===== src/rtl/instr_fetch_unit.sv =====
// Instruction fetch unit: owns the PC, fetches over a valid/ready request channel and buffers words in a small FIFO.
// Define IFU_BYPASS_EN to let a response go straight to the consumer when the FIFO is empty.
module instr_fetch_unit #(
   parameter logic [31:0] RESET_PC   = 32'h0000_0000,
   parameter int          FIFO_DEPTH = 2
) (
   input  logic        clk,
   input  logic        rst_n,
   output logic        imem_req_valid,
   input  logic        imem_req_ready,
   output logic [31:0] imem_req_addr,
   input  logic        imem_rsp_valid,
   input  logic [31:0] imem_rsp_data,
   input  logic        redirect,
   input  logic [31:0] redirect_pc,
   output logic        instr_valid,
   input  logic        instr_ready,
   output logic [31:0] Instr,
   output logic [31:0] instr_pc
);

   localparam int PW = $clog2(FIFO_DEPTH);
   localparam int CW = PW + 1;
   localparam logic [CW:0] DEPTH_C = (CW+1)'(FIFO_DEPTH);

   function automatic logic [31:0] pc_next(input logic [31:0] pc);
      return pc + 32'd4;
   endfunction

   function automatic logic [31:0] pc_align(input logic [31:0] pc);
      return pc & 32'hFFFF_FFFC;
   endfunction

   logic [31:0]   fetch_pc;
   logic [31:0]   rsp_pc;
   logic [CW-1:0] outstanding;
   logic [CW-1:0] discard;
   logic [CW-1:0] count;
   logic [PW-1:0] wr_ptr;
   logic [PW-1:0] rd_ptr;
   logic [31:0]   fifo_data [FIFO_DEPTH];
   logic [31:0]   fifo_pc   [FIFO_DEPTH];

   logic [CW:0]   credits_used;
   logic [CW-1:0] rsp_dec;
   logic          req_fire;
   logic          rsp_keep;
   logic          fifo_empty;
   logic          fifo_push;
   logic          fifo_pop;

   // Requests are credit-limited so every in-flight word has a FIFO slot waiting for it.
   assign credits_used   = {1'b0, outstanding} + {1'b0, count};
   assign imem_req_valid = rst_n && !redirect && (credits_used < DEPTH_C);
   assign imem_req_addr  = fetch_pc;
   assign req_fire       = imem_req_valid && imem_req_ready;
   assign rsp_dec        = CW'(imem_rsp_valid);
   assign rsp_keep       = imem_rsp_valid && (discard == '0);
   assign fifo_empty     = (count == '0);

`ifdef IFU_BYPASS_EN
   logic bypass;
   assign bypass      = rst_n && fifo_empty && rsp_keep && !redirect;
   assign instr_valid = !fifo_empty || bypass;
   assign Instr       = !fifo_empty ? fifo_data[rd_ptr] : (bypass ? imem_rsp_data : 32'h0);
   assign instr_pc    = !fifo_empty ? fifo_pc[rd_ptr]   : (bypass ? rsp_pc        : 32'h0);
   assign fifo_push   = rsp_keep && !(bypass && instr_ready);
`else
   assign instr_valid = !fifo_empty;
   assign Instr       = !fifo_empty ? fifo_data[rd_ptr] : 32'h0;
   assign instr_pc    = !fifo_empty ? fifo_pc[rd_ptr]   : 32'h0;
   assign fifo_push   = rsp_keep;
`endif

   assign fifo_pop = instr_valid && instr_ready && !fifo_empty;

   always_ff @(posedge clk or negedge rst_n) begin
      if (!rst_n) begin
         fetch_pc    <= RESET_PC;
         rsp_pc      <= RESET_PC;
         outstanding <= '0;
         discard     <= '0;
         count       <= '0;
         wr_ptr      <= '0;
         rd_ptr      <= '0;
      end else if (redirect) begin
         // Everything younger than the redirect is dead: flush the buffer and drop whatever is still in flight.
         fetch_pc    <= pc_align(redirect_pc);
         rsp_pc      <= pc_align(redirect_pc);
         outstanding <= outstanding - rsp_dec;
         discard     <= outstanding - rsp_dec;
         count       <= '0;
         wr_ptr      <= '0;
         rd_ptr      <= '0;
      end else begin
         if (req_fire)
            fetch_pc <= pc_next(fetch_pc);
         if (rsp_keep)
            rsp_pc <= pc_next(rsp_pc);
         outstanding <= outstanding + CW'(req_fire) - rsp_dec;
         if (imem_rsp_valid && (discard != '0))
            discard <= discard - CW'(1);
         if (fifo_push)
            wr_ptr <= wr_ptr + PW'(1);
         if (fifo_pop)
            rd_ptr <= rd_ptr + PW'(1);
         count <= count + CW'(fifo_push) - CW'(fifo_pop);
      end
   end

   // Buffer storage carries no reset; the outputs are gated by instr_valid instead.
   always_ff @(posedge clk) begin
      if (fifo_push) begin
         fifo_data[wr_ptr] <= imem_rsp_data;
         fifo_pc[wr_ptr]   <= rsp_pc;
      end
   end

   a_rsp_has_credit: assert property (@(posedge clk) disable iff (!rst_n)
      imem_rsp_valid |-> (outstanding != '0));

endmodule


===== config.mk =====
export PLATFORM = sky130hd
export DESIGN_NAME = instr_fetch_unit
export DESIGN_NICKNAME = d
export VERILOG_FILES = /design/src/rtl/instr_fetch_unit.sv
export SDC_FILE = /design/constraint.sdc
export NUM_CORES = 1
export LEC_CHECK = 0
export ABC_CLOCK_PERIOD_IN_PS = 8200
export CAP_MARGIN = 0
export CORE_MARGIN = 2
export CORE_UTILIZATION = 45
export DETAILED_ROUTE_END_ITERATION = 7
export PLACE_DENSITY = 0.71
export SETUP_SLACK_MARGIN = 0.1
export SYNTH_ARGS = -nofsm -noshare
export SYNTH_HDL_FRONTEND = slang
export SYNTH_SLANG_ARGS = --single-unit

===== constraint.sdc =====
create_clock -name clk -period 8.2 [get_ports clk]
set_input_delay 1.64 -clock clk [delete_from_list [all_inputs] [get_ports clk]]
set_output_delay 1.64 -clock clk [all_outputs]
set_load 0.01 [all_outputs]

==> metrics.cfg <==
[worst_setup_path]
crit_type=in -> out
r2r-end=outstanding[1]
cp_max_fo=8
rrSetupSlack_ps=5180
cp-end-kind=output pin
worst_setup_path_start_kind=input port
required_ps=6560
rr_worst_depth=11
arrival_ps=2920
r2r_start=count[0]

[synth]
synth_xor_area_frac=0.0208
yosysSeqAreaShare=0.614
synth_top_family_by_area=simple AND/OR/NAND/NOR gates
yosys.area_share.simple=0.160
synth_top_area_cell=edfxtp_1
ys_seq_elements=192
synth_flop_cell=edfxtp_1
synth_edf_count=124
synth_compound_area_frac=0.0836
yosysTopAreaCellShare=0.422
postSynth.asyncResetShare=0.354
ys_types=60
synth.most_common_cell=edfxtp_1
netlist_top_cells_area=edfxtp_1 (42%), dfrtp_1 (19%), mux2i_1 (7.1%)
synth_common_cells=edfxtp_1 (124), nor2_1 (94), dfrtp_1 (68)
synth_adder_area_share=0.0136
synth_area_sq_um=8830
syn_avg_cell_area_sq_um=12.0
yosysWarningCount=0
synthMuxAreaShare=0.0727
synthCells=736

[placement]
io_buffers=161
dp.cells=1129
dp_hpwl_um=13000
place_congestion=0.948

[cts]
cts_num_sinks=192
clockBufferDepth=2
cts_buffers=17
cts_tree=built
clkLatencyLatePin_ps=420
cts_root_buf=clkbuf_16
post_cts_buffers=0
cts.repair.resized=0
htreeDepth=4
path_clk_slew_ps=70
hold_buffers=0

[layout]
final_cells=1161
layout.nets=962
seq_area_sq_um=5430
area_growth_pct=26.4
fillCellCount=1565
drive_gt1_frac=0.0603
num_antenna_cells=0
multi_input_area_sq_um=3130

[min_path]
hold_path_depth=0
min_path_type=reg -> reg
min_to=fifo_pc[0][28]
min_from=rsp_pc[28]

[floorplan]
dieArea_sq_um=20800
io_pins=168
die_h_um=144
core_area_sq_um=19300
fp-row-count=51
initial_utilization=0.457
die_w_um=144

[route]
drtIter0Drc=429
wl_per_cell_um=17.2
wl_um=20000
ant_nets=0
num_vias=6310
first_pass_iters=4
drcViolationCount=0
via_per_inst=5.43

[power]
p_per_area_nw_per_um2=265
cellLeakagePower_nw=3.93
peakVddDrop_v=0.000162

[timing]
slew_headroom=0.247
rsz0062_at_grt=false
fin_crit_sh=0.556
fin_skew_ps=12.1
setup_viol=0
drv_slew=0
min_period_ps=4560
tightest_slew_ps=1130
fmax_ghz=0.219
tns_ps=0
timing_hold_violations_final=0

[global_route]
overflow=0
grt_pass1_wl_um=31500
grt_pass1_vias=6036
grt_antenna_before_repair=0
grt_start_max_net_pins=77
grt.total_usage=0.197

[run_status]
status=completed

[flow_run]
maxCapViolCount=0

-- registers in the layout, summed over array words and instances, names as in the netlist, 2 cells and up --
signal / flops
fifo_pc: 60
outstanding: 2
rsp_pc: 30
discard: 2
count: 2
fifo_data: 64
imem_req_addr: 30
-- stage by stage --
| step | cell area, sq um | power, mW | worst slack, ps | utilization | hold WS (ps) |
|---|---|---|---|---|---|
| after global routing | 11200 | 3.14 | 3600 | 0.578 | 544 |
| final | 11200 | 2.96 | 3640 | 0.578 | 518 |
| after detailed placement | 10600 | 2.24 | 3660 | 0.550 | 500 |
| after CTS | 11200 | 2.99 | 3650 | 0.578 | 520 |
| after floorplan | 8840 | 1.76 | 3320 | - | 457 |
| after global placement | 10600 | 2.22 | 3640 | 0.550 | 487 |
-- worst max-delay path, cell delays in order --
cell and delay [ps]:
buf_2 140, nor4b_4 510, clkdlybuf4s50_1 640
-- layout make-up --
cell class / count / share of cell area
multi-input cells: 478 / 0.280
clock inverters: 9 / 0.00515
repair buffers: 168 / 0.148
clock buffers: 23 / 0.0420
flip-flops and latches: 192 / 0.486
inverters: 26 / 0.00874
well taps: 265 / 0.0297
-- report_power, final --
part           leakage (nW)  switching (mW)  internal, mW  total (mW)
combinational          1.72           0.438         0.474       0.912
sequential             1.94           0.138          1.16        1.30
clock                 0.270           0.341         0.406       0.747
-- metal layers --
metal,up-vias,global-route usage,part of all wire
li1,3040,-,-
met1,3012,0.286,0.47
met4,0,0.0599,0.017
met3,23,0.0457,0.074
met2,235,0.297,0.44
met5,-,0,0
-- cells in the final DEF (no fill, tap or decap), drive strengths merged, types with 8 or more instances in the layout --
cell type,instances
clkdlybuf4s50,159
edfxtp,124
nor2,94
dfrtp,68
mux2i,63
nand2,55
nand3,34
inv,30
nand4,26
clkbuf,23
o21ai,20
xnor2,15
o311ai,13
or4,13
a21oi,11
o211ai,11
and3,10
nor4,9
buf,9
ha,8
nor3,8
-- worst max-delay path by stage --
stage	start	endpoint	slack [ps]
CTS	redirect	imem_req_valid	3650
floorplan	imem_rsp_valid	fifo_data[0][0]	3320
detailed placement	redirect	imem_req_valid	3660
global placement	redirect	imem_req_valid	3640
global route	redirect	imem_req_valid	3600
finish	redirect	imem_req_valid	3640
-- kinds of logic (layout without fill, tap and decap cells) --
logic type | count (synthesis) | after routing
flops | 192 | 192
simple gates | 278 | 278
mux | 64 | 64
buf+inv | 69 | 226
xor+xnor | 21 | 21
fa+ha+maj | 9 | 9
compound gates | 102 | 102
other cells | 1 | 4
Note: power is estimated with default switching activity, not from simulation.
